## config.mk

```make
export PLATFORM = sky130hd
export DESIGN_NAME = pipe_hazard_ctrl
export DESIGN_NICKNAME = d
export VERILOG_FILES = /design/src/rtl/pipe_hazard_ctrl.sv
export SDC_FILE = /design/constraint.sdc
export NUM_CORES = 1
export LEC_CHECK = 0
export ABC_CLOCK_PERIOD_IN_PS = 5470
export CORE_UTILIZATION = 49
export CTS_CLUSTER_SIZE = 40
export DETAILED_ROUTE_END_ITERATION = 6
export PLACE_DENSITY = 0.94
export SLEW_MARGIN = 20
export SYNTH_ARGS = -nofsm -noshare
export SYNTH_HDL_FRONTEND = slang
export SYNTH_SLANG_ARGS = --single-unit
```

## constraint.sdc

```tcl
create_clock -name clk -period 5.47 [get_ports clk]
set_clock_uncertainty 0.2 [all_clocks]
set_input_delay 1.3675 -clock clk [delete_from_list [all_inputs] [get_ports clk]]
set_output_delay 1.3675 -clock clk [all_outputs]
set_load 0.05 [all_outputs]
```

## src/rtl/pipe_hazard_ctrl.sv

```systemverilog
// Hazard and sequencing controller for the 5-stage pipeline.
// Issues hold/bubble/flush controls to the stage registers, qualifies the
// ID-stage branch redirect, counts stall cycles and flags fetch timeouts.
module pipe_hazard_ctrl #(
    parameter int CNT_W        = 16,
    parameter int IMEM_TIMEOUT = 64
) (
    input  logic             clk,
    input  logic             rst,
    input  logic [4:0]       id_rs,
    input  logic [4:0]       id_rt,
    input  logic             id_uses_rs,
    input  logic             id_uses_rt,
    input  logic             id_is_branch,
    input  logic             branch_taken,
    input  logic [4:0]       ex_rd,
    input  logic             ex_reg_write,
    input  logic             ex_mem_read,
    input  logic [4:0]       mem_rd,
    input  logic             mem_mem_read,
    input  logic             md_start,
    input  logic             md_done,
    input  logic             imem_ready,
    input  logic             cnt_clr,
    output logic             stall_pc,
    output logic             stall_if_id,
    output logic             stall_id_ex,
    output logic             stall_ex_mem,
    output logic             bubble_id_ex,
    output logic             bubble_mem_wb,
    output logic             flush_if_id,
    output logic             branch_go,
    output logic [1:0]       state,
    output logic [CNT_W-1:0] stall_cnt,
    output logic             imem_err
);

    typedef enum logic [1:0] {
        RUN       = 2'b00,
        MD_WAIT   = 2'b01,
        IMEM_WAIT = 2'b10
    } state_t;

    // The fetch wait counter is at least 7 bits, wider if the timeout needs it.
    localparam int WAIT_W = ($clog2(IMEM_TIMEOUT + 1) > 7) ? $clog2(IMEM_TIMEOUT + 1) : 7;
    localparam logic [WAIT_W-1:0] WAIT_LAST = WAIT_W'(IMEM_TIMEOUT - 1);

    state_t            cur_state;
    state_t            next_state;
    logic [WAIT_W-1:0] wait_cnt;
    logic              lu_hz;
    logic              br_hz;
    logic              id_hold;
    logic              freeze;
    logic              md_enter;
    logic              fetch_waiting;

    assign state = cur_state;

    // Hazard detection: load-use against EX, branch operands against EX/MEM producers.
    always_comb begin
        lu_hz = ex_mem_read && ex_reg_write && (ex_rd != 5'd0) &&
                ((id_uses_rs && (id_rs == ex_rd)) || (id_uses_rt && (id_rt == ex_rd)));
        br_hz = id_is_branch &&
                ((ex_reg_write && (ex_rd != 5'd0) && ((ex_rd == id_rs) || (ex_rd == id_rt))) ||
                 (mem_mem_read && (mem_rd != 5'd0) && ((mem_rd == id_rs) || (mem_rd == id_rt))));
        id_hold       = lu_hz || br_hz;
        md_enter      = md_start && !md_done;
        freeze        = (cur_state == MD_WAIT) ? !md_done : md_enter;
        fetch_waiting = !imem_ready && !freeze;
    end

    // Prioritised pipeline controls; everything is held at zero while in reset.
    always_comb begin
        stall_pc      = 1'b0;
        stall_if_id   = 1'b0;
        stall_id_ex   = 1'b0;
        stall_ex_mem  = 1'b0;
        bubble_id_ex  = 1'b0;
        bubble_mem_wb = 1'b0;
        flush_if_id   = 1'b0;
        branch_go     = 1'b0;
        if (!rst) begin
            if (freeze) begin
                stall_pc      = 1'b1;
                stall_if_id   = 1'b1;
                stall_id_ex   = 1'b1;
                stall_ex_mem  = 1'b1;
                bubble_mem_wb = 1'b1;
            end else if (id_hold) begin
                stall_pc     = 1'b1;
                stall_if_id  = 1'b1;
                bubble_id_ex = 1'b1;
            end else begin
                if (!imem_ready) begin
                    stall_pc    = 1'b1;
                    flush_if_id = 1'b1;
                end
                if (id_is_branch && branch_taken) begin
                    branch_go   = 1'b1;
                    flush_if_id = 1'b1;
                end
            end
        end
    end

    // Next-state selection: a pending mul/div overrides every other transition.
    always_comb begin
        next_state = cur_state;
        if (md_enter) begin
            next_state = MD_WAIT;
        end else begin
            unique case (cur_state)
                RUN:       if (!imem_ready) next_state = IMEM_WAIT;
                MD_WAIT:   if (md_done)     next_state = RUN;
                IMEM_WAIT: if (imem_ready)  next_state = RUN;
                default:                    next_state = RUN;
            endcase
        end
    end

    // State register.
    always_ff @(posedge clk or posedge rst) begin
        if (rst) begin
            cur_state <= RUN;
        end else begin
            cur_state <= next_state;
        end
    end

    // Saturating count of cycles in which the PC was held.
    always_ff @(posedge clk or posedge rst) begin
        if (rst) begin
            stall_cnt <= '0;
        end else if (cnt_clr) begin
            stall_cnt <= '0;
        end else if (stall_pc && (stall_cnt != '1)) begin
            stall_cnt <= stall_cnt + CNT_W'(1);
        end
    end

    // Consecutive fetch-wait counter and the sticky timeout flag it drives.
    always_ff @(posedge clk or posedge rst) begin
        if (rst) begin
            wait_cnt <= '0;
            imem_err <= 1'b0;
        end else begin
            if (imem_ready || md_enter) begin
                wait_cnt <= '0;
            end else if (fetch_waiting && (wait_cnt != '1)) begin
                wait_cnt <= wait_cnt + WAIT_W'(1);
            end
            if (fetch_waiting && (wait_cnt == WAIT_LAST)) begin
                imem_err <= 1'b1;
            end
        end
    end

endmodule

```

==> impl_metrics.toml <==
[global_routing]
grt_pass1_vias = 1652
antenna_found_initial = 0
grt_start_max_net_pins = 25
grt_overflow_total = 0
grt_pass1_wl_microns = 7370
track_usage_pct = 23.5

[timing]
timing.fmax_mhz = 188
fin_crit_sh_pct = 97.2
setup_violations = 0
slew_viol_final = 0
tightestPinTransition_ps = 897
rsz0062_at_grt = "false"
fin_setup_tns_ps = 0
slew_headroom_pct = 39.7
finalHoldViolations = 0
post-route-min-period_ps = 5320

[pwr]
power_mw = 0.413
p_leak_nw = 0.977
worst_ir_drop_vdd_mv = 0.132
power_density_mw_per_mm2 = 169

[critical_path]
path_delay_family = "compound AO/OA/AOI/OAI gates"
worstSetupPathType = "in2out"
cp_slowest_cell = "or4_1"
worstPathBufferInverterCount = 2
cp.arrival_ps = 3750
startpoint_type = "input pin"
worstPathMaxFanout = 3
crit_required_ps = 3900
crit_path_end_kind = "output port"
cp_cell_sequence = "clkdlybuf4s50_1, or4_1, o21a_1, a32o_2, nor2_1, nand2_1, a211oi_1, buf_12"
slowest_delay_ps = 550

[flow_run]
cap_violations = 0

[clock_network]
clkLatencyLatePin_ps = 330
numCtsBuffers = 3
hold_buffers = 0
ctsResizeCount = 0
root_buffer = "clkbuf_4"
post_cts.repair.setup_buffers = 0
cts-htree-levels = 1
clock_path_buffers = 2
clk_pin_slew_worst_paths_ps = 120
clock-sinks = 26
cts_tree = "done"

[floorplanning]
dieHeight_microns = 62.2
core-area_sq_mm = 0.00339
ioPinCount = 60
num_rows = 21
initial_utilization_pct = 52.3
die_area_sq_mm = 0.00386
die_w_microns = 62.2

[logic_synthesis]
yosys.area.top_type = "dfrtp_1"
synth_nets = 239
synth-main-ff-cell = "dfrtp_1"
yosysSeqAreaShare_pct = 36.7
yosys-top-cells-area = "dfrtp_1 (37%), xnor2_1 (9.9%), nor2_1 (5.1%), nand2_1 (4.7%), mux2_1 (3.2%)"
synth_most_common_cell = "dfrtp_1"
ys.warnings.count = 0
synth_top_area_share_pct = 36.7
ys_ff_latch = 26
synth.avg_cell_area_sq_um = 8.69
netlist_instances = 204
synthTopCellsByCount = "dfrtp_1 (26), nor2_1 (24), nand2_1 (22), xnor2_1 (20)"
synth_edf_count = 0
ys_types = 39
synth-async-reset-ratio_pct = 100
netlist_area_sq_mm = 0.00177

[drt]
drt_iter0_markers = 62
viasPerCell = 5.64
vias = 1737
wl_per_cell_microns = 13.9
drt_first_pass_iters = 4
drt-total-wl_microns = 4280
drtAntennaViolNets = 0
drc_errors = 0

[final_layout]
finalNonFillerCells = 308
nets = 298
area_growth_pct = 37.8
antenna_cells = 0
multi_input_area_sq_mm = 0.00105
fill_cells = 246
seq_area_sq_um = 651
drive_gt1_share_pct = 6.87

[placement]
buffer_ports.inserted = 59
dp_cells = 304
dp_hpwl_microns = 3360
gp_congestion = 0.822

[outcome]
status = "complete, no violations"

[min_path]
hold_path.class = "reg2reg"
[where the power goes]
| group | total, mW | leakage, nW | switching, mW | internal [mW] |
|---|---|---|---|---|
| clock network | 0.0962 | 0.0210 | 0.0555 | 0.0408 |
| registers | 0.201 | 0.358 | 0.00446 | 0.197 |
| logic | 0.116 | 0.598 | 0.0631 | 0.0527 |
| total | 0.413 | 0.977 | 0.123 | 0.290 |
[cells in the final DEF (no fill, tap or decap), types with 5 or more instances in the layout]
master,count
buf_4,6
nor2_1,24
nand2_1,22
a21oi_1,10
inv_1,6
clkdlybuf4s50_1,54
nor3_1,6
o31ai_1,7
nor2b_1,8
xnor2_1,20
or4_1,7
nand4_1,6
mux2_1,5
nand3_1,10
dfrtp_1,26
[flip-flops by register name, indices dropped and copies added (netlist names)]
register and flops:
wait_cnt 7, imem_err 1, state 2, stall_cnt 16
[final cells by class]
cell class / count / area share [%]
inverters: 6 / 0.922
clock buffers: 4 / 1.48
flip-flops and latches: 26 / 26.6
repair buffers: 62 / 25.6
multi-input cells: 164 / 43.0
well taps: 46 / 2.36
[worst register-to-register path, delay by kind of cell (launching register included)]
family / cells / cell delay, ps
buffers and inverters: 1 / 290
AOI/OAI and AO/OA: 1 / 400
DFF: 1 / 420
and+or+nand+nor: 4 / 760
muxes: 1 / 320
[metrics by stage]
step / utilization [%] / setup WS [ps] / instance area (sq um) / hold WS [ps]
5_1_grt: 72.1 / 48.1 / 2440 / 319
4_1_cts: 72.1 / 136 / 2440 / 284
2_1_floorplan: - / 98.0 / 1770 / 250
3_3_place_gp: 71.0 / 196 / 2410 / 226
3_5_place_dp: 71.0 / 150 / 2410 / 263
6_report: 72.1 / 152 / 2440 / 283
[per-layer routing]
layer  share of wire, %  GRT usage, %
met5                  0             0
met4                2.0          9.01
met3                5.1          2.39
met2                 50          42.6
met1                 43          28.4
[path summary, 6_finish.rpt]
path                                      startpoint  cells past startpoint                  endpoint  slack (ps)
worst max-delay path                        ex_rd[0]                      8               flush_if_id         150
worst min-delay path            state[0]$_DFFE_PP0P_                      1      state[1]$_DFFE_PP0P_         280
worst max register to register  state[0]$_DFFE_PP0P_                      7  stall_cnt[4]$_DFFE_PP0P_        2980
worst min register to register  state[0]$_DFFE_PP0P_                      1      state[1]$_DFFE_PP0P_         280
max in group asynchronous                        rst                      4   wait_cnt[6]$_DFFE_PP0P_        2950
min in group asynchronous                        rst                      3  stall_cnt[9]$_DFFE_PP0P_        1500
[cells by family (layout without fill, tap and decap cells)]
family / after synthesis / after routing / synth area share (%)
buf+inv: 14 / 72 / 4.02
fa+ha+maj: 2 / 2 / 1.41
flops: 26 / 26 / 36.7
mux: 9 / 9 / 5.65
compound gates: 33 / 33 / 12.4
simple gates: 96 / 96 / 27.9
xor+xnor: 24 / 24 / 11.9
(Power assumes the default switching activity.)
==> RTL edit: new RTL, config.mk and constraints unchanged <==
The parameter `CNT_W` goes from 16 to 14.
--- a/src/rtl/pipe_hazard_ctrl.sv
+++ b/src/rtl/pipe_hazard_ctrl.sv
@@ -2,7 +2,7 @@
 // Issues hold/bubble/flush controls to the stage registers, qualifies the
 // ID-stage branch redirect, counts stall cycles and flags fetch timeouts.
 module pipe_hazard_ctrl #(
-    parameter int CNT_W        = 16,
+    parameter int CNT_W        = 14,
     parameter int IMEM_TIMEOUT = 64
 ) (
     input  logic             clk,
Ports: changed (resized stall_cnt); port bits go from 60 to 58. No check against the original RTL was run, so the function may have changed too.
==> RTL edit against the unedited design <==
- clock power down 1%
- fmax grew 2.4%
- critical path depth up 1
- area after synthesis decreased by 3.0%
- sequential cell count down 2
- count of clock-buffer cells in the layout unchanged
- final area shrank 2.7%
- routed wire length fell by 5.4%
- setup slack better by 0.12 ns
- total power shrank 4.5%
==> RTL edit: results <==
export IMPL_met3WireLength_um=179
export IMPL_grt_util_met3_pct=3.782
export IMPL_synth_mux_area_share_pct=5.382
export IMPL_cts_path_max_buffers=2
export IMPL_ys_seq_area_share_pct=34.91
export IMPL_synthXorXnorAreaFrac_pct=10.18
export IMPL_numCtsBuffers=3
export IMPL_hold_class="register to register"
export IMPL_dp_hpwl_um=3186
export IMPL_max_stage_delay_ns=0.51
export IMPL_grt_pass1_wl_um=6272
export IMPL_synthTopCellsByCount="24 x dfrtp_1, 19 x nor2_1, 16 x nand2_1"
export IMPL_slowest_stage="clkdlybuf4s50_1"
export IMPL_peakVddDrop_mv=0.1106
export IMPL_status="finished clean"
export IMPL_wl_per_cell_um=13.53
export IMPL_worst_endpoint_arrival_ns=3.63
export IMPL_clock_latency_ns=0.32
export IMPL_nets=289
export IMPL_io_buffers=57
export IMPL_largest_register_ffs=14
export IMPL_grt_usage_pct=22.34
export IMPL_max_slew_margin_pct=55.59
export IMPL_path_max_fanout=4
export IMPL_synthAdderAreaFrac_pct=1.455
export IMPL_place_area_sq_um=2342
export IMPL_syn_num_nets=233
export IMPL_yosys_warnings=0
export IMPL_met1_length_um=1687
export IMPL_synth_cell_types=40
export IMPL_met2_length_um=2068
export IMPL_fillers=244
export IMPL_p_leak_nw=0.9275
export IMPL_grt_use_met2_pct=38.20
export IMPL_synth_area_top_cells="dfrtp_1 35%, xor2_1 6.6%, nor2_1 4.1%"
export IMPL_drive_gt1_share_pct=10.67
export IMPL_largest_register="stall_cnt"
export IMPL_fin_util_pct=71.28
export IMPL_grt_pass1_vias=1487
export IMPL_synth_compound_area_share_pct=12.73
export IMPL_gp_congestion=0.8391
export IMPL_vias_per_cell=5.559
export IMPL_syn_inst=198
export IMPL_drt_iter0_drc=50
export IMPL_grtUsageMet1_pct=26.78
export IMPL_first_pass_iters=4
export IMPL_final_cell_count_no_fill=299
RTL edit: final cells by class:
type                            count  area share, %
Inverter                            8          1.262
Sequential cell                    24          25.25
Tap cell                           46          2.420
Multi-Input combinational cell    158          43.87
Timing Repair Buffer               59          25.67
Clock buffer                        4          1.526
RTL edit: metrics by stage:
step           setup slack, ns  total power [mW]
6_report                0.2744            0.3945
5_1_grt                 0.1281            0.4141
4_1_cts                 0.2920            0.3966
3_5_place_dp            0.2981            0.3023
3_3_place_gp            0.3436            0.2996
2_1_floorplan           0.4799            0.2528
RTL edit: final timing paths:
kind,start,end,slack (ns),depth (start not counted)
max,ex_rd[2],flush_if_id,0.27,9
min,state[0],state[1],0.26,1
max reg2reg,stall_cnt[0],stall_cnt[9],2.96,8
min reg2reg,state[0],state[1],0.26,1
max in group asynchronous,rst,stall_cnt[6],3.40,3
min in group asynchronous,rst,stall_cnt[5],1.44,3
RTL edit: cells by family after synthesis:
group                    Yosys count
AND/OR/NAND/NOR                   98
XOR/XNOR                          20
flip-flops                        24
buffers and inverters             16
AO/OA/AOI/OAI                     31
adder cells (fa/ha/maj)            2
multiplexers                       7
RTL edit: report_power, final:
| part | leakage (nW) | total [mW] | switching [mW] | internal, mW |
|---|---|---|---|---|
| registers | 0.325 | 0.186 | 0.00439 | 0.182 |
| logic | 0.582 | 0.113 | 0.0626 | 0.0505 |
| clock network | 0.0210 | 0.0950 | 0.0544 | 0.0407 |
| total | 0.927 | 0.394 | 0.121 | 0.273 |
RTL edit: worst max-delay path: cells and delay by family:
kind | cells | cell delay, ns
buffers and inverters | 2 | 0.69
and+or+nand+nor | 4 | 1.08
AOI/OAI and AO/OA | 3 | 0.50
